`config.mk`:
```
export PLATFORM = sky130hd
export DESIGN_NAME = dmem_arbiter_flat
export DESIGN_NICKNAME = d
export VERILOG_FILES = /design/src/rtl/dmem_arbiter_if.sv /design/src/rtl/dmem_arbiter.sv /design/src/flat_wrapper.sv
export SDC_FILE = /design/constraint.sdc
export NUM_CORES = 1
export LEC_CHECK = 0
export BUFFER_PORTS_ARGS = -buffer_cell sky130_fd_sc_hd__buf_2
export CORE_AREA = 5 5 112 114
export CTS_CLUSTER_SIZE = 14
export DETAILED_ROUTE_END_ITERATION = 8
export DIE_AREA = 0 0 117 119
export MAX_ROUTING_LAYER = met4
export PLACE_DENSITY = 0.62
export SKIP_CTS_REPAIR_TIMING = 1
export SYNTH_ARGS = -nofsm -noshare
export SYNTH_HDL_FRONTEND = slang
export SYNTH_SLANG_ARGS = --single-unit
```
`constraint.sdc`:
```
create_clock -name clk -period 2.9 [get_ports clk]
set_input_delay 0.435 -clock clk [delete_from_list [all_inputs] [get_ports clk]]
set_output_delay 0.435 -clock clk [all_outputs]
set_load 0.05 [all_outputs]
```
`src/rtl/dmem_arbiter_if.sv`:
```
// Bus bundle between the data-memory arbiter, its two requesters and the RAM.
//   Core port (C): c_req, c_we, c_addr, c_wdata in; c_rdata, c_stall out.
//   DMA port  (D): d_req, d_we, d_addr, d_wdata in; d_gnt, d_rvalid, d_rdata out.
//   Memory port  : m_en, m_we, m_addr, m_wdata out; m_rdata in (1-cycle read latency).
// Modport "slave" is the arbiter's view. Modport "master" is the view of the
// requesters plus the memory that surround it.
interface dmem_arbiter_if #(
  parameter int AW = 32,
  parameter int DW = 32
);
  logic          c_req;
  logic          c_we;
  logic [AW-1:0] c_addr;
  logic [DW-1:0] c_wdata;
  logic [DW-1:0] c_rdata;
  logic          c_stall;

  logic          d_req;
  logic          d_we;
  logic [AW-1:0] d_addr;
  logic [DW-1:0] d_wdata;
  logic          d_gnt;
  logic          d_rvalid;
  logic [DW-1:0] d_rdata;

  logic          m_en;
  logic          m_we;
  logic [AW-1:0] m_addr;
  logic [DW-1:0] m_wdata;
  logic [DW-1:0] m_rdata;

  modport slave (
    input  c_req, c_we, c_addr, c_wdata,
    output c_rdata, c_stall,
    input  d_req, d_we, d_addr, d_wdata,
    output d_gnt, d_rvalid, d_rdata,
    output m_en, m_we, m_addr, m_wdata,
    input  m_rdata
  );

  modport master (
    output c_req, c_we, c_addr, c_wdata,
    input  c_rdata, c_stall,
    output d_req, d_we, d_addr, d_wdata,
    input  d_gnt, d_rvalid, d_rdata,
    input  m_en, m_we, m_addr, m_wdata,
    output m_rdata
  );
endinterface

```
`src/rtl/dmem_arbiter.sv`:
```
// dmem_arbiter: shares one single-port synchronous data RAM between the
// single-cycle core's load/store port (C) and a DMA/debug port (D).
// The core has priority; a starvation counter force-grants D after it has
// waited STARVE_LIMIT consecutive cycles. The core is stalled while its access
// is pending (load first cycle) or denied.
// Ports:
//   clk   - rising-edge clock
//   reset - asynchronous, active-low reset
//   bus   - dmem_arbiter_if.slave carrying the core, DMA and memory signals
module dmem_arbiter #(
  parameter int AW           = 32,
  parameter int DW           = 32,
  parameter int STARVE_LIMIT = 4
) (
  input  logic           clk,
  input  logic           reset,
  dmem_arbiter_if.slave  bus
);

  localparam int             CW    = $clog2(STARVE_LIMIT + 1);
  localparam logic [CW-1:0]  LIMIT = CW'(STARVE_LIMIT);

  typedef enum logic [1:0] {IDLE, C_RD, D_RD} state_t;

  state_t        r_state;
  state_t        w_next;
  logic [CW-1:0] r_starve_cnt;

  logic          w_force;
  logic          w_c_stall;
  logic          w_d_gnt;
  logic          w_d_rvalid;
  logic          w_m_en;
  logic          w_m_we;
  logic [AW-1:0] w_m_addr;
  logic [DW-1:0] w_m_wdata;

  always_ff @(posedge clk or negedge reset) begin
    if (!reset) begin
      r_state      <= IDLE;
      r_starve_cnt <= '0;
    end else begin
      r_state <= w_next;
      // Counts consecutive waiting cycles, including the C_RD/D_RD cycles
      // in which nothing can be granted.
      if (!bus.d_req || w_d_gnt)
        r_starve_cnt <= '0;
      else if (r_starve_cnt != LIMIT)
        r_starve_cnt <= r_starve_cnt + 1'b1;
    end
  end

  always_comb begin
    w_next     = r_state;
    w_c_stall  = 1'b0;
    w_d_gnt    = 1'b0;
    w_d_rvalid = 1'b0;
    w_m_en     = 1'b0;
    w_m_we     = 1'b0;
    w_m_addr   = bus.c_addr;
    w_m_wdata  = bus.c_wdata;
    w_force    = bus.d_req && (r_starve_cnt == LIMIT);

    case (r_state)
      IDLE: begin
        if (w_force || (bus.d_req && !bus.c_req)) begin
          w_d_gnt   = 1'b1;
          w_m_en    = 1'b1;
          w_m_we    = bus.d_we;
          w_m_addr  = bus.d_addr;
          w_m_wdata = bus.d_wdata;
          // A core request losing to D must hold for another cycle.
          w_c_stall = bus.c_req;
          w_next    = bus.d_we ? IDLE : D_RD;
        end else if (bus.c_req) begin
          w_m_en    = 1'b1;
          w_m_we    = bus.c_we;
          // Loads need the RAM's second cycle; stores retire immediately.
          w_c_stall = !bus.c_we;
          w_next    = bus.c_we ? IDLE : C_RD;
        end
      end
      C_RD: begin
        w_next = IDLE;
      end
      D_RD: begin
        w_d_rvalid = 1'b1;
        w_c_stall  = bus.c_req;
        w_next     = IDLE;
      end
      default: begin
        w_next = IDLE;
      end
    endcase

    // Outputs are combinational from requests, so gate them during reset too.
    if (!reset) begin
      w_c_stall  = 1'b0;
      w_d_gnt    = 1'b0;
      w_d_rvalid = 1'b0;
      w_m_en     = 1'b0;
      w_m_we     = 1'b0;
      w_next     = IDLE;
    end
  end

  assign bus.c_stall  = w_c_stall;
  assign bus.d_gnt    = w_d_gnt;
  assign bus.d_rvalid = w_d_rvalid;
  assign bus.m_en     = w_m_en;
  assign bus.m_we     = w_m_we;
  assign bus.m_addr   = w_m_addr;
  assign bus.m_wdata  = w_m_wdata;
  assign bus.c_rdata  = bus.m_rdata;
  assign bus.d_rdata  = bus.m_rdata;

endmodule
```
`src/flat_wrapper.sv`:
```
// flat-port wrapper written by rule: the top's interface ports become plain ports
module dmem_arbiter_flat 
#(
  parameter int AW           = 32,
  parameter int DW           = 32,
  parameter int STARVE_LIMIT = 4
)
  (clk, reset, bus_c_req, bus_c_we, bus_c_addr, bus_c_wdata, bus_c_rdata, bus_c_stall, bus_d_req, bus_d_we, bus_d_addr, bus_d_wdata, bus_d_gnt, bus_d_rvalid, bus_d_rdata, bus_m_en, bus_m_we, bus_m_addr, bus_m_wdata, bus_m_rdata);
  dmem_arbiter_if #(.AW(AW), .DW(DW)) bus_i ();
  input  logic clk;
  input  logic reset;
  input wire logic [$bits(bus_i.c_req)-1:0] bus_c_req;
  input wire logic [$bits(bus_i.c_we)-1:0] bus_c_we;
  input wire logic [$bits(bus_i.c_addr)-1:0] bus_c_addr;
  input wire logic [$bits(bus_i.c_wdata)-1:0] bus_c_wdata;
  output wire logic [$bits(bus_i.c_rdata)-1:0] bus_c_rdata;
  output wire logic [$bits(bus_i.c_stall)-1:0] bus_c_stall;
  input wire logic [$bits(bus_i.d_req)-1:0] bus_d_req;
  input wire logic [$bits(bus_i.d_we)-1:0] bus_d_we;
  input wire logic [$bits(bus_i.d_addr)-1:0] bus_d_addr;
  input wire logic [$bits(bus_i.d_wdata)-1:0] bus_d_wdata;
  output wire logic [$bits(bus_i.d_gnt)-1:0] bus_d_gnt;
  output wire logic [$bits(bus_i.d_rvalid)-1:0] bus_d_rvalid;
  output wire logic [$bits(bus_i.d_rdata)-1:0] bus_d_rdata;
  output wire logic [$bits(bus_i.m_en)-1:0] bus_m_en;
  output wire logic [$bits(bus_i.m_we)-1:0] bus_m_we;
  output wire logic [$bits(bus_i.m_addr)-1:0] bus_m_addr;
  output wire logic [$bits(bus_i.m_wdata)-1:0] bus_m_wdata;
  input wire logic [$bits(bus_i.m_rdata)-1:0] bus_m_rdata;
  assign bus_i.c_req = bus_c_req;
  assign bus_i.c_we = bus_c_we;
  assign bus_i.c_addr = bus_c_addr;
  assign bus_i.c_wdata = bus_c_wdata;
  assign bus_c_rdata = bus_i.c_rdata;
  assign bus_c_stall = bus_i.c_stall;
  assign bus_i.d_req = bus_d_req;
  assign bus_i.d_we = bus_d_we;
  assign bus_i.d_addr = bus_d_addr;
  assign bus_i.d_wdata = bus_d_wdata;
  assign bus_d_gnt = bus_i.d_gnt;
  assign bus_d_rvalid = bus_i.d_rvalid;
  assign bus_d_rdata = bus_i.d_rdata;
  assign bus_m_en = bus_i.m_en;
  assign bus_m_we = bus_i.m_we;
  assign bus_m_addr = bus_i.m_addr;
  assign bus_m_wdata = bus_i.m_wdata;
  assign bus_i.m_rdata = bus_m_rdata;
  dmem_arbiter #(.AW(AW), .DW(DW), .STARVE_LIMIT(STARVE_LIMIT)) u_core (.clk(clk), .reset(reset), .bus(bus_i));
endmodule
```
==> results of run 1 <==
-- cell type report --
| class | instances | area, um^2 |
|---|---|---|
| fill | 1236 | 8750 |
| multi-input combinational | 94 | 1140 |
| timing repair buffer | 203 | 1030 |
| tap | 143 | 179 |
| sequential | 5 | 125 |
| clock buffer | 4 | 78.8 |
| inverter | 4 | 15.0 |
| antenna | 1 | 2.50 |
-- flip-flops by register name, indices dropped and copies added, names as in the netlist --
| name | cells |
|---|---|
| u_core.r_starve_cnt | 3 |
| u_core.r_state | 2 |
-- layer usage --
metal / GRT usage / wire length (um) / share of wire
met1: 0.0989 / 2560 / 0.35
met2: 0.161 / 3570 / 0.49
met3: 0.0243 / 1100 / 0.15
met4: 0.0172 / 58 / 0.0080
met5: - / 0 / 0
-- logic make-up after synthesis --
| family | after synthesis | share of synthesized area |
|---|---|---|
| adder cells (fa/ha/maj) | 2 | 0.0132 |
| flip-flops | 5 | 0.0661 |
| XOR/XNOR | 1 | 0.00463 |
| AND/OR/NAND/NOR | 19 | 0.0549 |
| buffers and inverters | 75 | 0.331 |
| multiplexers | 65 | 0.505 |
| AO/OA/AOI/OAI | 7 | 0.0245 |
-- where the power goes --
group	total, uW	switching, uW	internal, uW
Sequential	81.5	5.45	76.0
Clock	224	42.5	182
Combinational	693	439	254
Total	999	487	512
-- synthesized netlist by cell type (2+ instances only) --
cell | count | area, um^2
buf_4 | 64 | 480
dfrtp_1 | 5 | 125
o21ai_0 | 3 | 15.0
mux2_2 | 4 | 45.0
nor2_1 | 6 | 22.5
mux2_4 | 60 | 901
nand2_1 | 4 | 15.0
ha_1 | 2 | 25.0
buf_12 | 6 | 120
inv_1 | 3 | 11.3
nor3_1 | 2 | 10.0
-- worst min path at each step --
| stage | startpoint | to | slack [ps] | cells past startpoint |
|---|---|---|---|---|
| 2_1_floorplan | reset | u_core.r_starve_cnt[0] | 140 | 0 |
| 3_3_place_gp | reset | u_core.r_starve_cnt[1] | 270 | 1 |
| 3_5_place_dp | reset | u_core.r_starve_cnt[1] | 280 | 1 |
| 4_1_cts | reset | u_core.r_starve_cnt[1] | 40 | 1 |
| 5_1_grt | reset | u_core.r_starve_cnt[1] | 40 | 1 |
| 6_report | reset | u_core.r_starve_cnt[1] | 30 | 1 |
-- stage by stage --
stage          setup WS [ps]  std cells
2_1_floorplan           29.1        174
3_3_place_gp             410        449
3_5_place_dp             385        449
4_1_cts                  116        453
5_1_grt                 35.6        454
6_report                 100        454
==> key figures, run 1 <==
Run status
  • Outcome: complete, no violations

Clock tree
  • Cts bufs inserted: 3
  • Clock Pin Slew Worst Setup and Hold Paths: around 30 ps
  • CTS tree: yes
  • CTS H-tree lvls: 1
  • Clk_lat worst skew: 230 ps
  • Root Driver: clkbuf_16
  • Clock Path Buffers: 2
  • Num Clock Sinks: 5

Floorplanning
  • Die X: roughly 120 um
  • Die ar.: 13900 um^2
  • Die height: 119 um
  • Core box area: 11300 um^2
  • Row count: 39
  • IO Pins: about 300
  • Starting Density: 0.167

STA
  • Max-slew violation count: 0
  • Final setup fails: 0
  • Crit path time final: 2800 ps
  • Min Hold Slack: 34.1 ps
  • RSZ-0062 raised after global routing: false
  • Clock skew: 0.941 ps
  • Max Clk Rate: 0.357 GHz
  • Worst slew pin tran: 504 ps
  • Final setup TNS: 0 ps
  • Final period utilization: 0.965
  • Rel. slew slack: 0.664
  • Final Hold Viols: 0

Global route
  • Tot GR Track Use: 0.0897
  • Vias in the first global route: approximately 1800
  • Grt ovf: 0
  • Initial antenna violation count: 1
  • First-pass GRT wire length: 9680 um
  • Largest net degree at the start of global routing: 65

Critical path
  • Worst path slowest cell: or4_4
  • Crit path required time: about 2500 ps
  • WS Path Type: flip-flop to output pin
  • Levels on crit path: 7
  • Setup crit start kind: flip-flop
  • CP endpoint: bus_m_addr[6]
  • Crit path buf inv count: 3
  • Critical Path Start: u_core.r_starve_cnt[0]
  • Worst path top cell family by delay: buffers and inverters
  • Crit path capture type: output pin
  • Reg2reg setup slack: between 1500 and 2000 ps
  • CP Cell Sequence: inv_1, ha_1, a21boi_1, or4_4, buf_12, mux2_4, buf_2
  • Worst r2r dst: u_core.r_state[0]
  • Critical Path AT: ~2400 ps
  • Worst Path Max Fanout: 64
  • Largest stage delay on the critical path: 440 ps
  • R2r startpoint: u_core.r_starve_cnt[0]
  • R2R cell count: 5

Min path
  • Hold WC Path Type: input port to asynchronous set/reset pin

Synthesis
  • Syn Area/Cell: 10.9 um^2
  • Cell count after synthesis: approximately 170
  • Ys flop type: dfrtp_1
  • Post-synth EDFFs: 0
  • Register area share after synthesis: 0.0661
  • Synth Cell Area: 1890 um^2
  • Yosys reg bits: 5
  • Yosys warns: 0
  • Post-synth ARST share: 1.00
  • Synth unique cells: 26
  • Syn Nets: 342

Cells and area
  • Final core utilization: 0.227
  • Most frequent cells in the layout: 202 x buf_2, 60 x mux2_4, 6 x nor2_1
  • Layout Area Growth over Synthesis: 35.9%
  • Final instance area: about 2600 um^2
  • Share of cells above drive strength 1: 0.881
  • Fin nets: 479
  • Most common cell after layout, fill and taps aside: buf_2

Placed design
  • GP Congestion: 0.937
  • Post-detail-place hpwl: 6340 um
  • PortBufs: 202
  • Post-Place Cell Area: 2490 um^2

Power and ir drop
  • VDD IR max: ~290 uV
  • Power Density: 389 nW/um^2
  • Total Power: 999 uW
  • Leakage dissipation: roughly 0.0016 uW

Job
  • Max_cap viols: 0

Routing
  • Total vias in the final route: between 1500 and 2000
  • Avg WL per Cell: roughly 16 um
  • Avg Vias per Cell: 3.81
  • Antenna Violating Nets Remaining: 0
  • Total wire length: 7280 um
  • First-pass detailed-route iteration total: 4
  • DRT iter0 DRCs: 94
  • DRC: 0
No activity file was read; power rests on OpenSTA's default activity.
==> inputs of run 2 (changes only) <==
==> constraint.sdc (replaced) <==
create_clock -name clk -period 2.9 [get_ports clk]
set_input_delay 0.145 -clock clk [delete_from_list [all_inputs] [get_ports clk]]
set_output_delay 0.145 -clock clk [all_outputs]
set_load 0.05 [all_outputs]
==> run 2 against run 1 <==
  * Sequential share of layout area hardly changed
  * Via count rose by 2.2%
  * Hold slack improved by 60 ps
  * Design area up 0.29%
  * Critical path type unchanged
==> key figures, run 2 (synthesis gave the netlist of run 1 again) <==
Run status
  • Outcome: complete, no violations

Cells and area
  • Final Non-Filler Cells: 454 (unchanged)
  • Max reg flops: 3 (unchanged)
  • Most common cell after layout, fill and taps aside: buf_2
  • Fin nets: 480 (+0.21%)
  • Final instance area: 2580 um^2 (+0.29%)
  • Layout Area Growth over Synthesis: 36.3%
  • Largest Register: u_core.r_starve_cnt
  • Most frequent cells in the layout: 202 x buf_2, 60 x mux2_4, 6 x nor2_1
  • Share of cells above drive strength 1: 0.878 (-0.00283)
  • Largest registers: u_core.r_starve_cnt x3, u_core.r_state x2
  • Fillers: 1223 (-1.1%)
  • Ant. Diodes: 0 (-1)

STA
  • Final setup TNS: 0 ps (unchanged)
  • Max-slew violation count: 0 (unchanged)
  • Rel. slew slack: 0.666 (+0.00197)
  • Final setup fails: 0 (unchanged)
  • Final Hold Viols: 0 (unchanged)
  • Crit path time final: 2490 ps (-311 ps)
  • Worst slew pin tran: 501 ps (-2.96 ps)
  • Max Clk Rate: 0.402 GHz (+12%)
  • Final period utilization: 0.858 (-0.107)
  • Clock skew: 0.176 ps (-0.765 ps)
  • Min Hold Slack: 93.7 ps (+59.6 ps)
  • RSZ-0062 raised after global routing: false

Critical path
  • R2r startpoint: u_core.r_starve_cnt[0]
  • Largest stage delay on the critical path: 440 ps (about the same)
  • Worst Path Max Fanout: 64 (unchanged)
  • Worst path top cell family by delay: buffers and inverters
  • Worst path slowest cell: or4_4
  • Critical Path AT: 2340 ps (-20 ps)
  • Worst r2r dst: u_core.r_state[0]
  • Crit path required time: 2760 ps (+290 ps)
  • WS Path Type: flip-flop to output pin
  • CP Cell Sequence: inv_1, ha_1, a21boi_1, or4_4, buf_12, mux2_4, buf_2
  • Setup crit start kind: flip-flop
  • R2R cell count: 5 (unchanged)
  • Crit path buf inv count: 3 (unchanged)
  • Crit path capture type: output pin
  • Reg2reg setup slack: 1470 ps (-40 ps)

Min path
  • Hold WC Path Type: input port to flip-flop
  • Hold endpoint: u_core.r_state[1]
  • Hold Path Depth: 2
  • Min-delay src: bus_d_we

Floorplanning
  • Die ar.: 13900 um^2 (unchanged)
  • Die X: 117 um (unchanged)
  • Die height: 119 um (unchanged)
  • IO Pins: 299 (unchanged)
  • Starting Density: 0.167 (unchanged)
  • Core box area: 11300 um^2 (unchanged)
  • Row count: 39 (unchanged)

Clock tree
  • CTS H-tree lvls: 1 (unchanged)
  • Clock Pin Slew Worst Setup and Hold Paths: 30 ps (about the same)
  • Num Clock Sinks: 5 (unchanged)
  • Cts bufs inserted: 3 (unchanged)
  • Root Driver: clkbuf_16
  • Clk_lat worst skew: 230 ps (about the same)
  • Clock Path Buffers: 2 (unchanged)
  • CTS tree: yes

Routing
  • Avg Vias per Cell: 3.89 (+2.2%)
  • Antenna Violating Nets Remaining: 0 (unchanged)
  • Total vias in the final route: 1768 (+2.2%)
  • Avg WL per Cell: 16.7 um (+4.2%)
  • DRT iter0 DRCs: 78 (-17%)
  • DRC: 0 (unchanged)
  • First-pass detailed-route iteration total: 4 (unchanged)
  • Total wire length: 7590 um (+4.2%)

Global route
  • Vias in the first global route: 1879 (+4.6%)
  • Tot GR Track Use: 0.0942 (+0.00446)
  • Largest net degree at the start of global routing: 65 (unchanged)
  • First-pass GRT wire length: 10200 um (+5.1%)
  • Initial antenna violation count: 0 (-1)
  • Grt ovf: 0 (unchanged)

Job
  • Max_cap viols: 0 (unchanged)

Placed design
  • Post-detail-place hpwl: 6720 um (+6.0%)
  • Placed Cells: 449 (unchanged)
  • GP Congestion: 0.854 (-8.9%)
  • Post-Place Cell Area: 2490 um^2 (unchanged)
  • PortBufs: 202 (unchanged)

Power and ir drop
  • VDD IR max: 366 uV (+27%)
  • Power Density: 390 nW/um^2 (+0.31%)
  • Leakage dissipation: 0.00157 uW (+0.23%)
  • Total Power: 1010 uW (+0.60%)
run 2: cell types whose count changed in the layout (fill, tap and decap cells not counted), sizes merged:
cell,change
dlygate4sd3,+1
diode,-1
run 2: power by group:
group | switching, uW | internal [uW] | leakage, uW
Sequential | 5.22 | 76.0 | 0.0000672
Clock | 43.3 | 182 | 0.0000382
Combinational | 444 | 255 | 0.00146
run 2: final cells by class:
class	count	area (um^2)	share of cell area
Multi-Input combinational cell	94	1140	0.442
Timing Repair Buffer	204	1040	0.404
Tap cell	143	179	0.0694
Sequential cell	5	125	0.0485
Clock buffer	4	78.8	0.0306
Inverter	4	15.0	0.00582
run 2: routing by layer:
metal / vias to the layer above / global-route usage / routed length, um
met5: - / - / 0
met4: 0 / 0.0229 / 96
met3: 17 / 0.0208 / 1060
met2: 130 / 0.166 / 3640
met1: 813 / 0.107 / 2790
li1: 808 / - / -
run 2: metrics by stage:
| stage | setup WS [ps] | util |
|---|---|---|
| final | 411 | 0.228 |
| after global routing | 341 | 0.228 |
| after CTS | 427 | 0.227 |
| after detailed placement | 671 | 0.220 |
| after global placement | 719 | 0.220 |
| after floorplan | 4.36 | - |
run 2: worst max-delay path by stage:
stage                     slack (ps)                   start             end  depth (start not counted)
after floorplan                    4       u_core.r_state[1]        bus_m_we                          3
after global routing             340  u_core.r_starve_cnt[0]  bus_m_addr[26]                          7
after detailed placement         670  u_core.r_starve_cnt[0]  bus_m_addr[26]                          7
after CTS                        430  u_core.r_starve_cnt[0]  bus_m_addr[26]                          7
after global placement           720  u_core.r_starve_cnt[0]  bus_m_addr[19]                          7
final                            410  u_core.r_starve_cnt[0]  bus_m_addr[22]                          7
